**src/rtl/wfg_record_spi_pkg.sv**
```systemverilog
// Shared types for the SPI recorder: FSM states, word-size encodings and lookup.
package wfg_record_spi_pkg;

    localparam int WORD_W = 32;

    typedef enum logic [1:0] {
        ST_IDLE,
        ST_SHIFT,
        ST_DRAIN
    } state_t;

    typedef enum logic [1:0] {
        DFF_8  = 2'b00,
        DFF_16 = 2'b01,
        DFF_24 = 2'b10,
        DFF_32 = 2'b11
    } dff_t;

    // Number of bits per word for a cfg_dff encoding.
    function automatic logic [5:0] word_bits(input logic [1:0] dff);
        case (dff_t'(dff))
            DFF_8:   word_bits = 6'd8;
            DFF_16:  word_bits = 6'd16;
            DFF_24:  word_bits = 6'd24;
            default: word_bits = 6'd32;
        endcase
    endfunction

endpackage

```
**src/rtl/wfg_record_spi_fifo.sv**
```systemverilog
// Output word FIFO: 32-bit, power-of-two depth; a push while full is accepted
// only when a pop happens in the same cycle. Output reads zero when empty.
module wfg_record_spi_fifo #(
    parameter int DEPTH = 4
) (
    input  logic        clk,
    input  logic        rst,
    input  logic        push,
    input  logic        pop,
    input  logic [31:0] din,
    output logic [31:0] dout,
    output logic        full,
    output logic        empty
);
    localparam int AW = $clog2(DEPTH);

    logic [31:0] mem [DEPTH];
    logic [AW:0] wr_ptr;
    logic [AW:0] rd_ptr;
    logic        do_push;
    logic        do_pop;

    assign empty   = (wr_ptr == rd_ptr);
    assign full    = (wr_ptr[AW] != rd_ptr[AW]) && (wr_ptr[AW-1:0] == rd_ptr[AW-1:0]);
    assign do_pop  = pop && !empty;
    assign do_push = push && (!full || do_pop);
    assign dout    = empty ? '0 : mem[rd_ptr[AW-1:0]];

    // Read/write pointers with wrap bit.
    always_ff @(posedge clk) begin
        if (rst) begin
            wr_ptr <= '0;
            rd_ptr <= '0;
        end else begin
            if (do_push) wr_ptr <= wr_ptr + 1'b1;
            if (do_pop)  rd_ptr <= rd_ptr + 1'b1;
        end
    end

    // Storage write.
    always_ff @(posedge clk) begin
        if (do_push) mem[wr_ptr[AW-1:0]] <= din;
    end

endmodule

```
**src/rtl/wfg_record_spi.sv**
```systemverilog
// SPI slave recorder: synchronises an external SPI bus, deserialises 8/16/24/32-bit
// words and streams them out through a small FIFO.
// Optional macro WFG_RECORD_SPI_OVF_CNT_EN adds an 8-bit saturating drop counter.
module wfg_record_spi
    import wfg_record_spi_pkg::*;
#(
    parameter int SYNC_STAGES = 2,
    parameter int FIFO_DEPTH  = 4
) (
    input  logic        io_wbs_clk,
    input  logic        io_wbs_rst,
    input  logic        spi_sclk_i,
    input  logic        spi_cs_ni,
    input  logic        spi_sdi_i,
    input  logic        cfg_en_i,
    input  logic        cfg_cpol_i,
    input  logic        cfg_cpha_i,
    input  logic        cfg_lsbfirst_i,
    input  logic [1:0]  cfg_dff_i,
    input  logic        ovf_clr_i,
    output logic [31:0] m_axis_tdata_o,
    output logic        m_axis_tvalid_o,
    input  logic        m_axis_tready_i,
    output logic        ovf_o,
    output logic        frame_err_o
`ifdef WFG_RECORD_SPI_OVF_CNT_EN
    ,
    output logic [7:0]  ovf_cnt_o
`endif
);

    logic [SYNC_STAGES-1:0] sclk_sync, cs_sync, sdi_sync, sync_vld;
    logic        sclk_s, cs_s, sdi_s, sclk_prev;
    logic        armed;
    logic        sample_edge;
    state_t      state_q, state_d;
    logic        start, shift_en, push, frame_err_set;
    logic        cpol_q, cpha_q, lsb_q;
    logic [1:0]  dff_q;
    logic [5:0]  bit_cnt;
    logic [5:0]  size_q;
    logic [31:0] word_q;
    logic        fifo_full, fifo_empty, pop, drop;

    assign sclk_s = sclk_sync[SYNC_STAGES-1];
    assign cs_s   = cs_sync[SYNC_STAGES-1];
    assign sdi_s  = sdi_sync[SYNC_STAGES-1];
    assign size_q = word_bits(dff_q);

    // Input synchronisers, preset to an idle bus; sync_vld marks when the
    // pipeline holds real samples rather than reset presets.
    always_ff @(posedge io_wbs_clk) begin
        if (io_wbs_rst) begin
            sclk_sync <= '0;
            cs_sync   <= '1;
            sdi_sync  <= '0;
            sync_vld  <= '0;
            sclk_prev <= 1'b0;
        end else begin
            sclk_sync <= {sclk_sync[SYNC_STAGES-2:0], spi_sclk_i};
            cs_sync   <= {cs_sync[SYNC_STAGES-2:0], spi_cs_ni};
            sdi_sync  <= {sdi_sync[SYNC_STAGES-2:0], spi_sdi_i};
            sync_vld  <= {sync_vld[SYNC_STAGES-2:0], 1'b1};
            sclk_prev <= sclk_s;
        end
    end

    // After reset a frame may start only once a genuine CS-high has been seen,
    // so a frame interrupted by reset is never picked up half-way.
    always_ff @(posedge io_wbs_clk) begin
        if (io_wbs_rst)                          armed <= 1'b0;
        else if (sync_vld[SYNC_STAGES-1] && cs_s) armed <= 1'b1;
    end

    assign sample_edge = (cpol_q == cpha_q) ? (sclk_s && !sclk_prev)
                                            : (!sclk_s && sclk_prev);

    // FSM state register.
    always_ff @(posedge io_wbs_clk) begin
        if (io_wbs_rst) state_q <= ST_IDLE;
        else            state_q <= state_d;
    end

    // FSM next state and datapath strobes.
    always_comb begin
        state_d       = state_q;
        start         = 1'b0;
        shift_en      = 1'b0;
        push          = 1'b0;
        frame_err_set = 1'b0;
        case (state_q)
            ST_IDLE: begin
                if (cfg_en_i && armed && !cs_s) begin
                    state_d = ST_SHIFT;
                    start   = 1'b1;
                end
            end
            ST_SHIFT: begin
                if (!cfg_en_i) begin
                    state_d = ST_IDLE;
                end else if (cs_s) begin
                    state_d       = ST_IDLE;
                    frame_err_set = (bit_cnt != 6'd0);
                end else if (sample_edge) begin
                    shift_en = 1'b1;
                    if (bit_cnt + 6'd1 == size_q) state_d = ST_DRAIN;
                end
            end
            ST_DRAIN: begin
                push    = 1'b1;
                state_d = (!cfg_en_i || cs_s) ? ST_IDLE : ST_SHIFT;
            end
            default: state_d = ST_IDLE;
        endcase
    end

    // Frame configuration latch, bit counter and shift register.
    always_ff @(posedge io_wbs_clk) begin
        if (io_wbs_rst) begin
            cpol_q  <= 1'b0;
            cpha_q  <= 1'b0;
            lsb_q   <= 1'b0;
            dff_q   <= 2'b00;
            bit_cnt <= '0;
            word_q  <= '0;
        end else if (start) begin
            cpol_q  <= cfg_cpol_i;
            cpha_q  <= cfg_cpha_i;
            lsb_q   <= cfg_lsbfirst_i;
            dff_q   <= cfg_dff_i;
            bit_cnt <= '0;
            word_q  <= '0;
        end else if (shift_en) begin
            if (lsb_q) word_q[bit_cnt[4:0]] <= sdi_s;
            else       word_q <= {word_q[30:0], sdi_s};
            bit_cnt <= bit_cnt + 6'd1;
        end else if (push) begin
            bit_cnt <= '0;
            word_q  <= '0;
        end
    end

    assign pop  = m_axis_tvalid_o && m_axis_tready_i;
    assign drop = push && fifo_full && !pop;

    wfg_record_spi_fifo #(.DEPTH(FIFO_DEPTH)) u_fifo (
        .clk   (io_wbs_clk),
        .rst   (io_wbs_rst),
        .push  (push),
        .pop   (pop),
        .din   (word_q),
        .dout  (m_axis_tdata_o),
        .full  (fifo_full),
        .empty (fifo_empty)
    );

    assign m_axis_tvalid_o = !fifo_empty;

    // Sticky error flags; a set in the same cycle as a clear wins.
    always_ff @(posedge io_wbs_clk) begin
        if (io_wbs_rst) begin
            ovf_o       <= 1'b0;
            frame_err_o <= 1'b0;
        end else begin
            if (drop)           ovf_o <= 1'b1;
            else if (ovf_clr_i) ovf_o <= 1'b0;
            if (frame_err_set)  frame_err_o <= 1'b1;
            else if (ovf_clr_i) frame_err_o <= 1'b0;
        end
    end

`ifdef WFG_RECORD_SPI_OVF_CNT_EN
    // Saturating count of dropped words.
    always_ff @(posedge io_wbs_clk) begin
        if (io_wbs_rst) begin
            ovf_cnt_o <= '0;
        end else if (drop) begin
            if (ovf_clr_i)               ovf_cnt_o <= 8'd1;
            else if (ovf_cnt_o != 8'hFF) ovf_cnt_o <= ovf_cnt_o + 8'd1;
        end else if (ovf_clr_i) begin
            ovf_cnt_o <= '0;
        end
    end
`endif

endmodule

```
**config.mk**
```make
export PLATFORM = sky130hd
export DESIGN_NAME = wfg_record_spi
export DESIGN_NICKNAME = d
export VERILOG_FILES = /design/src/rtl/wfg_record_spi_pkg.sv /design/src/rtl/wfg_record_spi_fifo.sv /design/src/rtl/wfg_record_spi.sv
export SDC_FILE = /design/constraint.sdc
export NUM_CORES = 1
export LEC_CHECK = 0
export ABC_AREA = 1
export CAP_MARGIN = 0
export CORE_MARGIN = 10
export CORE_UTILIZATION = 50
export CTS_CLUSTER_SIZE = 25
export DETAILED_ROUTE_END_ITERATION = 7
export GPL_TIMING_DRIVEN = 0
export PLACE_DENSITY_LB_ADDON = 0.25
export SYNTH_ARGS = -nofsm -noshare
export SYNTH_HDL_FRONTEND = slang
export SYNTH_HIERARCHICAL = 1
export SYNTH_SLANG_ARGS = --single-unit
```
**constraint.sdc**
```tcl
create_clock -name io_wbs_clk -period 4.2 [get_ports io_wbs_clk]
set_clock_uncertainty 0.2 [all_clocks]
set_input_delay 0.63 -clock io_wbs_clk [delete_from_list [all_inputs] [get_ports io_wbs_clk]]
set_output_delay 0.63 -clock io_wbs_clk [all_outputs]
set_load 0.05 [all_outputs]
```
; Word level (Yosys, flattened, before mapping)
; Memory sizes are Yosys's and may differ from the RTL's. A register that Yosys moved wholly into a read port is not among the register bits.
; Cells that the tools add are included.
[word_totals]
ff_bits = 63
mem_bits_rw = 128
mem_count = 1
[memory_table]
columns = name, depth, word_bits, read_ports, rd_ports_with_merged_regs, write_ports, line_no
row1 = u_fifo.mem, 4, 32, 1, 1, 1, wfg_record_spi_fifo.sv:17  ; logic [31:0] mem [DEPTH];
[classes]
add_sub_neg = 3
magnitude_cmp = 2
n_eq_ne = 12
mux = 36
n_reduce_logical = 29
[ops]
columns = op, n
row1 = two-way mux 32 bit, 4
row2 = bitwise mux 32 bit, 1
row3 = two-way mux 1 bit, 19
row4 = case mux 6 bit (3 select lines), 1
row5 = two-way mux 2 bit, 7
row6 = logical AND 1 bit, 12
row7 = two-way mux 6 bit, 2
row8 = "!= test 4 bit, second input constant", 2
row9 = logical NOT 1 bit, 7
row10 = "adder 3 x 1 -> 3 bit, second input constant", 2
row11 = "adder 6 x 1 -> 6 bit, second input constant", 1
row12 = equality test 6 bit, 1
row13 = "less-than comparator 5 x 6 -> 1 bit, second input constant", 1
row14 = case mux 2 bit (3 select lines), 1
row15 = nonzero test 2 bit, 3
row16 = nonzero test 6 bit, 1
row17 = demux 1 bit (select 5 bit), 1
row18 = ">= comparator 5 x 1 -> 1 bit, second input constant", 1
row19 = "equality test 2 x 1 -> 1 bit, second input constant", 2
row20 = "equality test 2 bit, second input constant", 2
row21 = logical NOT 2 bit, 2
row22 = equality test 3 bit, 1
row23 = AND reduction 3 bit, 1
row24 = equality test 2 bit, 1
row25 = 5 further kinds, 6

; Longest topological paths before layout
; Gate-level depths: netlist (run 1).
[depth]
depth_word = 8
ltp_mapped = 13

; Modules after synthesis
; Netlist (run 1), hierarchy kept.
[modules_own_cells]
columns = mod, n_inst, cells_each, area_per_inst_um2, seq_area_each_um2
row1 = wfg_record_spi_fifo, 1, 442, 5492.8, 4003.8
row2 = wfg_record_spi, 1, 497, 3337.0, 1141.1

; Worst setup path before layout (run 1)
; OpenSTA, ideal clock, no wires.
[synth_path]
path_kind = register to register
start = register u_fifo.wr_ptr[1]
end = memory u_fifo.mem[0][0] (enable)
setup_time_ns = 0.421
t_arrival_ns = 2.836
required_time_ns = 3.579
slack_ns = 0.743
path_stages_with_launch = 12
synth_period_minus_slack_ns = 3.457
path_cell_list = dfxtp_1 > inv_1 > nand2_1 > nand2_1 > nand3_4 > buf_2 > inv_1 > nor2_1 > inv_1 > nand4_2 > nand2_4 > nor2_1
[synth_between]
elab_chain_len = 8
[synth_rtl]
columns = element, line_no
row1 = from (decl), wfg_record_spi_fifo.sv:18  ; logic [AW:0] wr_ptr;
row2 = from (signal assigned), wfg_record_spi_fifo.sv:35  ; if (do_push) wr_ptr <= wr_ptr + 1'b1;
row3 = equality test 3 bit, wfg_record_spi_fifo.sv:23  ; assign empty = (wr_ptr == rd_ptr);
row4 = named net fifo_empty, wfg_record_spi.sv:43  ; logic fifo_full, fifo_empty, pop, drop;
row5 = logical NOT 1 bit, wfg_record_spi.sv:157  ; assign m_axis_tvalid_o = !fifo_empty;
row6 = logical AND 1 bit, wfg_record_spi.sv:143  ; assign pop = m_axis_tvalid_o && m_axis_tready_i;
row7 = named net pop, wfg_record_spi.sv:43
row8 = logical AND 1 bit, wfg_record_spi_fifo.sv:25  ; assign do_pop = pop && !empty;
row9 = logical OR 1 bit, wfg_record_spi_fifo.sv:26  ; assign do_push = push && (!full || do_pop);
row10 = logical AND 1 bit, wfg_record_spi_fifo.sv:26
row11 = two-way mux 1 bit, wfg_record_spi_fifo.sv:42  ; if (do_push) mem[wr_ptr[AW-1:0]] <= din;
row12 = two-way mux 1 bit (not written as such), wfg_record_spi_fifo.sv:42
row13 = to (decl), wfg_record_spi_fifo.sv:17
; The timed path passes the listed nets, and every way through them passes these cells.

==> results.md, run 1 <==
- STA puts the critical path data required time at 3.37 ns.
- In the synthesized netlist the async set-or-reset flop fraction comes to 0.
- For this run, design rule violations remaining after detail routing come to 0.
- The synthesized design contains 193 register bits.
- The cell class contributing the biggest share of worst-path delay is buffers and inverters.
- The actual slew at the worst max-slew pin is 0.718 ns.
- In this run the tool buffered the top-level ports with 47 buffer cells.
- The horizontal extent of the die is 153 um.
- After synthesis, the netlist uses 35 different library cells.
- For the worst-skew pair, the clock arrives at the later sink with an insertion delay of 0.44 ns.
- Routability-driven placement finished with a final weighted congestion of 0.832.
- The maximum buffer depth of the clock tree is 2.
- The switching component of the power is 709 uW.
- The largest single stage delay on the critical path is 0.79 ns.
- The number of instances on the worst hold path is 2.
- For this design the ratio of total power to cell area is 346 nW/um^2.
- The share of final-layout standard cells stronger than drive strength 1 is 0.123.
- The routed wire length per instance is 16.4 um.
- The data arrival at the endpoint of the critical path is 2.80 ns.
- A synthesized cell averages 9.40 sq um.
- The sequential-to-total area share from yosys stat is 0.583.
- The worst hold path belongs to the class flop to flop.
- The wire length after detailed routing is 20500 um.
- The worst voltage drop across the vdd grid is 0.300 mV.
- The depth of the most critical reg-to-reg path is 12.
- The via-per-instance ratio is 5.38.
- The detail route stage leaves a number of antenna-violating nets equal to 0.
- The net count of the finished layout is 1034.
- The worst path buffer plus inverter count is 4.
- The pin count of the biggest net entering global routing is 30.
- Walking the worst path, the cells encountered are buf_2, clkbuf_1, o21ai_0, o32ai_1, nand2_1, inv_1, clkdlybuf4s50_1.
- At the placement stage, the worst setup path has a slack of 1.08 ns.
- Synthesis produced a netlist with a net count of 964.
- The most common library cell in the layout ignoring fill and taps is nand2_1.
- The number of flops mapped to enable cells by yosys is 128.
- The count of hold buffers inserted by post-cts repair is 0.
- The share of the cycle needed by the critical path after routing is 0.863.
- The synthesis-to-finish area growth is 15.9%.
- Static timing analysis puts the maximum clock frequency at 0.276 GHz.
- Before antenna repair, the detailed router went through 7 iterations.
- The share of total power dissipated in the clock network is 0.419.
- The sequential group share of total power is 0.567.
- The layout has 1510 filler cells.
- The critical path is of the flop to output port type.
- The routed layout has 6705 vias.
- The net switching share of the total power is 0.200.
- The quantity of gates resized following cts is 0.
- In the layout the commonest cells are nand2_1, edfxtp_1, nor2_1, inv_1, o21ai_0.
- In the post-synthesis netlist, the biggest area contributors are edfxtp_1, dfxtp_1, nand2_1.
- Of the total power, combinational logic draws 0.015.
- Across all register-to-register paths, the minimum setup slack is 1.25 ns.
- The dominant synthesized flop cell is edfxtp_1.
- In the global route stage, overall resource usage came out at 0.175.
- The analysis attributes to cell leakage a power of 0.00384 uW.
- The flow ran to the end, and the final reports show no timing, DRC or antenna violations.
- The time the worst path needs with I/O delays and setup is 3.63 ns.
- The completed layout was analyzed and its total power is 3540 uW.
- The number of setup buffers added after CTS is 0.
- Along the worst path, the maximum fanout reaches 10.
- Setup violations remaining at the end of the flow were counted as 0.
- Setup repair after global routing left no endpoint under its margin.
- The total count of max-transition violations in the final report is 0.
- On the critical path, the stage with the largest delay is an instance of clkdlybuf4s50_1.
- The number of failing hold endpoints at the final stage is 0.
- The total congestion overflow is 0.
- The combined area of all synthesized cells is 8830 sq um.
- The via count of the first global-routing pass is 6374.
- The synthesized instance count is 939.
- Across the run, the number of max-cap violations was 0.
- The top-level port count is 48.
- TritonCTS built the clock tree.
- For hold timing, the worst endpoint is sclk_sync[1].
- After the first detailed-routing iteration, the DRC count stood at 614.
- During synthesis, Yosys emitted a total of 6 warnings.
- Counting every sink on the clock net gives 193.
- The floorplan step set the die height to 153 um.
- The area of the die is 23400 sq um.
- In this run the tightest slew margin relative to its limit is 0.520.
- Of the post-synthesis cell area, the dominant cell type holds 0.435.
- The kind of end point of the critical path is an output port.
- The total area inside the core boundary comes to 17300 sq um.
- The cell taking the most area after synthesis is edfxtp_1.
- Once routing completed, OpenROAD measured the worst setup slack at 0.575 ns.
- Cell internal power was estimated by the tool at 2830 uW.
- The effective utilization at floorplan is 0.510.
- The total clock buffers created by CTS is 17.
- The number of cell rows is 48.
- The total half-perimeter wirelength after legalization and detailed placement is 13700 um.
- The number of antenna violations at the first check in global routing is 0.
- The worst setup path is launched from a flop.
- The startpoint of the most critical hold path is sclk_sync[0].
- The wire length of the first global-routing pass is 33200 um.
- The worst reg2reg path endpoint is u_fifo/mem[0][27].
- The antenna diode count is 0.
- The clock-pin slew on the worst setup and hold paths is 0.07 ns.
- The critical path crosses 7 cells after its start point.
- The startpoint of the worst-slack reg-to-reg timing path is u_fifo/wr_ptr[1].
- The H-tree generated during clock tree synthesis spans 4 levels.
- In this run the clock root is driven by a clkbuf_16.
==> final cells by class <==
type / instances / area (sq um) / share of cell area
plain buffers: 56 / 329 / 0.0322
clock buffers: 25 / 485 / 0.0475
well taps: 225 / 282 / 0.0275
flip-flops and latches: 193 / 5140 / 0.503
multi-input cells: 604 / 3060 / 0.299
clock inverters: 7 / 52.6 / 0.00514
repair buffers: 51 / 551 / 0.0538
inverters: 86 / 325 / 0.0318
==> state kept, by name (all words and copies together), names as in the netlist, 2 cells and up, named ones only <==
| signal | count |
|---|---|
| sclk_sync | 2 |
| bit_cnt | 6 |
| dff_q | 2 |
| u_fifo/mem | 128 |
| state_q | 2 |
| sync_vld | 2 |
| u_fifo/rd_ptr | 3 |
| u_fifo/wr_ptr | 3 |
| cs_sync | 2 |
| sdi_sync | 2 |
| word_q | 32 |
==> per-layer routing <==
layer | global-route usage | vias up | wire [um]
met2 | 0.285 | 194 | 9590
met3 | 0.0342 | 33 | 1130
met5 | 0 | - | 0
met1 | 0.220 | 3166 | 9270
met4 | 0.0763 | 0 | 525
li1 | - | 3312 | -
==> power groups by stage <==
stage               logic [uW]  registers, uW  clock network [uW]
finish                    51.8           2010                1480
global placement          50.9           2050                   0
detailed placement        51.6           2050                   0
CTS                       51.5           2010                1490
floorplan                 29.5           2050                   0
global route              57.5           2010                1560
==> through the flow <==
stage          std cells  hold slack, ns  utilization  TNS, ns  cell area, sq um
2_1_floorplan        939           0.188            -        0              8830
3_3_place_gp        1211           0.190        0.554   -98.81              9580
3_5_place_dp        1215           0.196        0.560        0              9690
4_1_cts             1247           0.206        0.591        0             10200
5_1_grt             1247           0.220        0.591        0             10200
6_report            1247           0.203        0.591        0             10200
==> synth_stat cells, types with 2 or more instances <==
library cell / n
clkinv_2: 2
or2_2: 2
dfxtp_1: 65
a21oi_2: 20
inv_1: 79
buf_4: 6
ha_1: 12
nor2_1: 130
o21ai_0: 72
buf_6: 5
edfxtp_1: 128
buf_12: 2
o32ai_1: 32
inv_2: 4
clkbuf_1: 21
a21oi_1: 32
nand3_1: 17
buf_2: 21
nand4_1: 34
nand2_1: 216
nand2_4: 3
xor2_1: 2
nand2_2: 22
==> cell families after synthesis <==
family	Yosys count	share of synthesized area
DFF	193	0.583
AOI/OAI and AO/OA	160	0.114
xor gates and xnor gates	3	0.00383
adders and majority gates	12	0.0170
and+or+nand+nor	429	0.208
buffers and inverters	142	0.0741
==> how the worst max path moves through the flow <==
stage	endpoint	slack, ns	start
after CTS	m_axis_tdata_o[19]	0.59	flop
after detailed placement	m_axis_tdata_o[19]	1.08	flop
after floorplan	u_fifo/mem[0][0]	0.74	u_fifo/wr_ptr[1]
after global placement	u_fifo/mem[1][2]	-0.88	u_fifo/wr_ptr[1]
final	m_axis_tdata_o[19]	0.57	flop
after global routing	m_axis_tdata_o[19]	0.41	flop
==> worst min-delay path: stages (launching register included) <==
cell	delay [ns]
dfxtp_1	0.30
inv_1	0.04
nor2_1	0.03
(Power assumes the default switching activity.)
==> run 2, diff against run 1 <==
- PLACE_DENSITY: not set -> 0.77
- PLACE_DENSITY_LB_ADDON: 0.25 -> not set
==> run 2 against run 1 <==
  * First-iteration DRC count rose by 11%
  * Global-route usage fell by 0.43 points
  * Non-clock buffer count did not move
  * Count of clock-buffer cells in the layout fell by 8
  * Highest routed layer unchanged
  * Largest power group unchanged
  * Sequential cell count did not move
  * Wire length fell by 1.4%
==> results.md, run 2 (synthesis gave the netlist of run 1 again) <==
- Leading cell types in the layout, fill and taps excluded: nand2_1, edfxtp_1, nor2_1, inv_1, o21ai_0 (unchanged).
- The via total after detailed routing came to 6779 (was 6705).
- The clock group share of total power is 0.431 (was 0.419).
- The number of max-cap violations is 0 (unchanged).
- The final cell count without fillers is 1247 (unchanged).
- The insertion delay to the later sink of the worst-skew pair is 0.43 ns (was 0.44 ns).
- The via count of the first global-routing pass is 6515 (was 6374).
- The wire length after detailed routing came to 20200 um (was 20500 um).
- The net total in the final layout is 1034 (unchanged).
- The via-per-instance ratio is 5.44 (was 5.38).
- The actual slew at the worst max-slew pin is 0.676 ns (was 0.718 ns).
- Unrepaired setup endpoints after global routing: no (unchanged).
- The cell at the root of the clock tree is clkbuf_16 (unchanged).
- The number of antenna-violating nets in the routed design was 0 (unchanged).
- The count of hold buffers inserted by post-cts repair is 0 (unchanged).
- The DRC violation total after the first TritonRoute iteration is 680 (was 614).
- The leakage dissipation is 0.00386 uW (was 0.00384 uW).
- The data arrival at the endpoint of the critical path came to 2.86 ns (was 2.80 ns).
- The depth of the most critical reg-to-reg path was 12 (unchanged).
- Outcome: completed (unchanged).
- The number of antenna violations at the first check in global routing is 0 (unchanged).
- The horizontal extent of the die came to 153 um (unchanged).
- The time the worst path needs with I/O delays and setup came to 3.69 ns (was 3.63 ns).
- The timing-limited maximum frequency is 0.271 GHz (was 0.276 GHz).
- The first-pass iteration count of the detailed router is 6 (was 7).
- The power per unit of standard cell area is 352 nW/um^2 (was 346 nW/um^2).
- The most common library cell in the layout ignoring fill and taps is nand2_1 (unchanged).
- The destination of the critical timing path is m_axis_tdata_o[2] (was m_axis_tdata_o[19]).
- The total number of H-tree levels is 4 (unchanged).
- The wire length of the first global-routing pass is 32600 um (was 33200 um).
- The final-layout worst hold slack is 0.205 ns (was 0.203 ns).
- The sum of negative setup slack is 0 ns (unchanged).
- The core footprint is 17300 sq um (unchanged).
- The chip height is 153 um (unchanged).
- The switching component of the power came to 757 uW (was 709 uW).
- The post-route cell area was 10300 sq um (was 10200 sq um).
- The cell area after placement is 9690 sq um (unchanged).
- The routed wire length per instance is 16.2 um (was 16.4 um).
- The number of placed instances with taps included is 1215 (unchanged).
- The worst voltage drop across the vdd grid was 0.291 mV (was 0.300 mV).
- The synthesis-to-finish area growth was 16.3% (was 15.9%).
- The pin count of the biggest net entering global routing is 29 (was 30).
- The worst endpoint required time is 3.37 ns (about the same).
- The area of the die was 23400 sq um (unchanged).
- The total count of max-transition violations in the final report came to 0 (unchanged).
- The share of the cycle needed by the critical path after routing is 0.879 (was 0.863).
- The post-CTS setup repair buffer count was 0 (unchanged).
- The antenna diode count is 0 (unchanged).
- The sequential group share of total power is 0.554 (was 0.567).
- The share of final-layout standard cells stronger than drive strength 1 came to 0.129 (was 0.123).
- The total clock buffers created by CTS came to 17 (unchanged).
- The number of flip-flops in the largest register is 128 (unchanged).
- The global placement routability congestion is 0.895 (was 0.832).
- The number of setup violations in the final report is 0 (unchanged).
- The overall power of the completed layout is 3620 uW (was 3540 uW).
- The effective utilization at floorplan was 0.510 (unchanged).
- The total congestion overflow came to 0 (unchanged).
- The fill cell instance count of the final layout came to 1422 (was 1510).
- The critical path launch point type is a flop (unchanged).
- The number of sinks handled by clock tree synthesis is 193 (unchanged).
- The number of failing hold endpoints at the final stage is 0 (unchanged).
- The path type of the worst min-delay path was flop to flop (unchanged).
- The maximum net fanout on the critical path was 10 (unchanged).
- The top-level port count was 48 (unchanged).
- The share of total power in combinational logic is 0.014 (was 0.015).
- The clock tree from TritonCTS is built (unchanged).
- The worst reg2reg path endpoint is u_fifo/mem[0][28] (was u_fifo/mem[0][27]).
- The startpoint of the worst-slack reg-to-reg timing path is u_fifo/wr_ptr[1] (unchanged).
- The maximum buffer depth of the clock tree is 2 (unchanged).
- The quantity of gates resized following cts is 0 (unchanged).
- The internal power summed over all cells is 2860 uW (was 2830 uW).
- The clock-pin slew on the worst setup and hold paths is 0.07 ns (about the same).
- The slack of the worst reg-to-reg path is 1.24 ns (was 1.25 ns).
- The total half-perimeter wirelength after legalization and detailed placement is 13700 um (about the same).
- The net switching share of the total power is 0.209 (was 0.200).
- The worst-case headroom to the max-slew limit was 0.549 (was 0.520).
- The remaining routing DRC violations is 0 (unchanged).
- The type of the worst setup path is flop to output port (unchanged).
- The kind of end point of the critical path was an output port (unchanged).
- The global routing usage summed across all routing layers came to 0.170 (was 0.175).
- The count of input and output buffers is 47 (unchanged).
- The number of cell rows is 48 (unchanged).
## run 2: changes by cell type in the layout (fill, tap and decap cells not counted), sizes merged
cell    delta
clkbuf     -8
inv        +5
clkinv     +2
bufinv     +1
## run 2: area by class of cell
class | count | area (sq um) | share of cell area
Tap cell | 225 | 282 | 0.0274
Buffer | 56 | 329 | 0.0320
Inverter | 86 | 325 | 0.0317
Clock buffer | 17 | 425 | 0.0414
Sequential cell | 193 | 5140 | 0.501
Multi-Input combinational cell | 604 | 3060 | 0.298
Timing Repair Buffer | 51 | 551 | 0.0536
Clock inverter | 15 | 153 | 0.0149
## run 2: worst max-delay path: stages, from the launching register on
cell and delay [ns]:
dfxtp_1 0.37, buf_2 0.30, clkbuf_1 0.41, o21ai_0 0.21, o32ai_1 0.20, nand2_1 0.09
inv_1 0.06, clkdlybuf4s50_1 0.79
## run 2: how the worst min path moves through the flow
stage / startpoint / endpoint / slack [ns] / depth (start not counted)
4_1_cts: sdi_sync[0] / sdi_sync[1] / 0.21 / 2
3_3_place_gp: sclk_sync[0] / sclk_sync[1] / 0.19 / 2
5_1_grt: sclk_sync[0] / sclk_sync[1] / 0.22 / 2
2_1_floorplan: sclk_sync[0] / sclk_sync[1] / 0.19 / 2
6_report: sdi_sync[0] / sdi_sync[1] / 0.20 / 2
3_5_place_dp: cs_sync[0] / cs_sync[1] / 0.19 / 1
## run 2: per-layer routing
layer,routed length [um],vias to the layer above,track usage
met5,0,-,0
met4,607,0,0.0831
met3,1330,39,0.0379
met2,9810,236,0.282
met1,8490,3197,0.206
li1,-,3307,-
## run 2: power by group through the flow
stage	Sequential (uW)	Combinational [uW]	Clock [uW]
after global placement	2050	49.9	0
final	2010	51.1	1560
after detailed placement	2050	51.2	0
after CTS	2010	51.3	1580
after floorplan	2050	29.5	0
after global routing	2000	56.3	1650
## run 2: through the flow
stage	worst slack [ns]	utilization
finish	0.507	0.594
global route	0.355	0.594
CTS	0.492	0.594
detailed placement	1.04	0.560
global placement	-0.720	0.554
floorplan	0.743	-
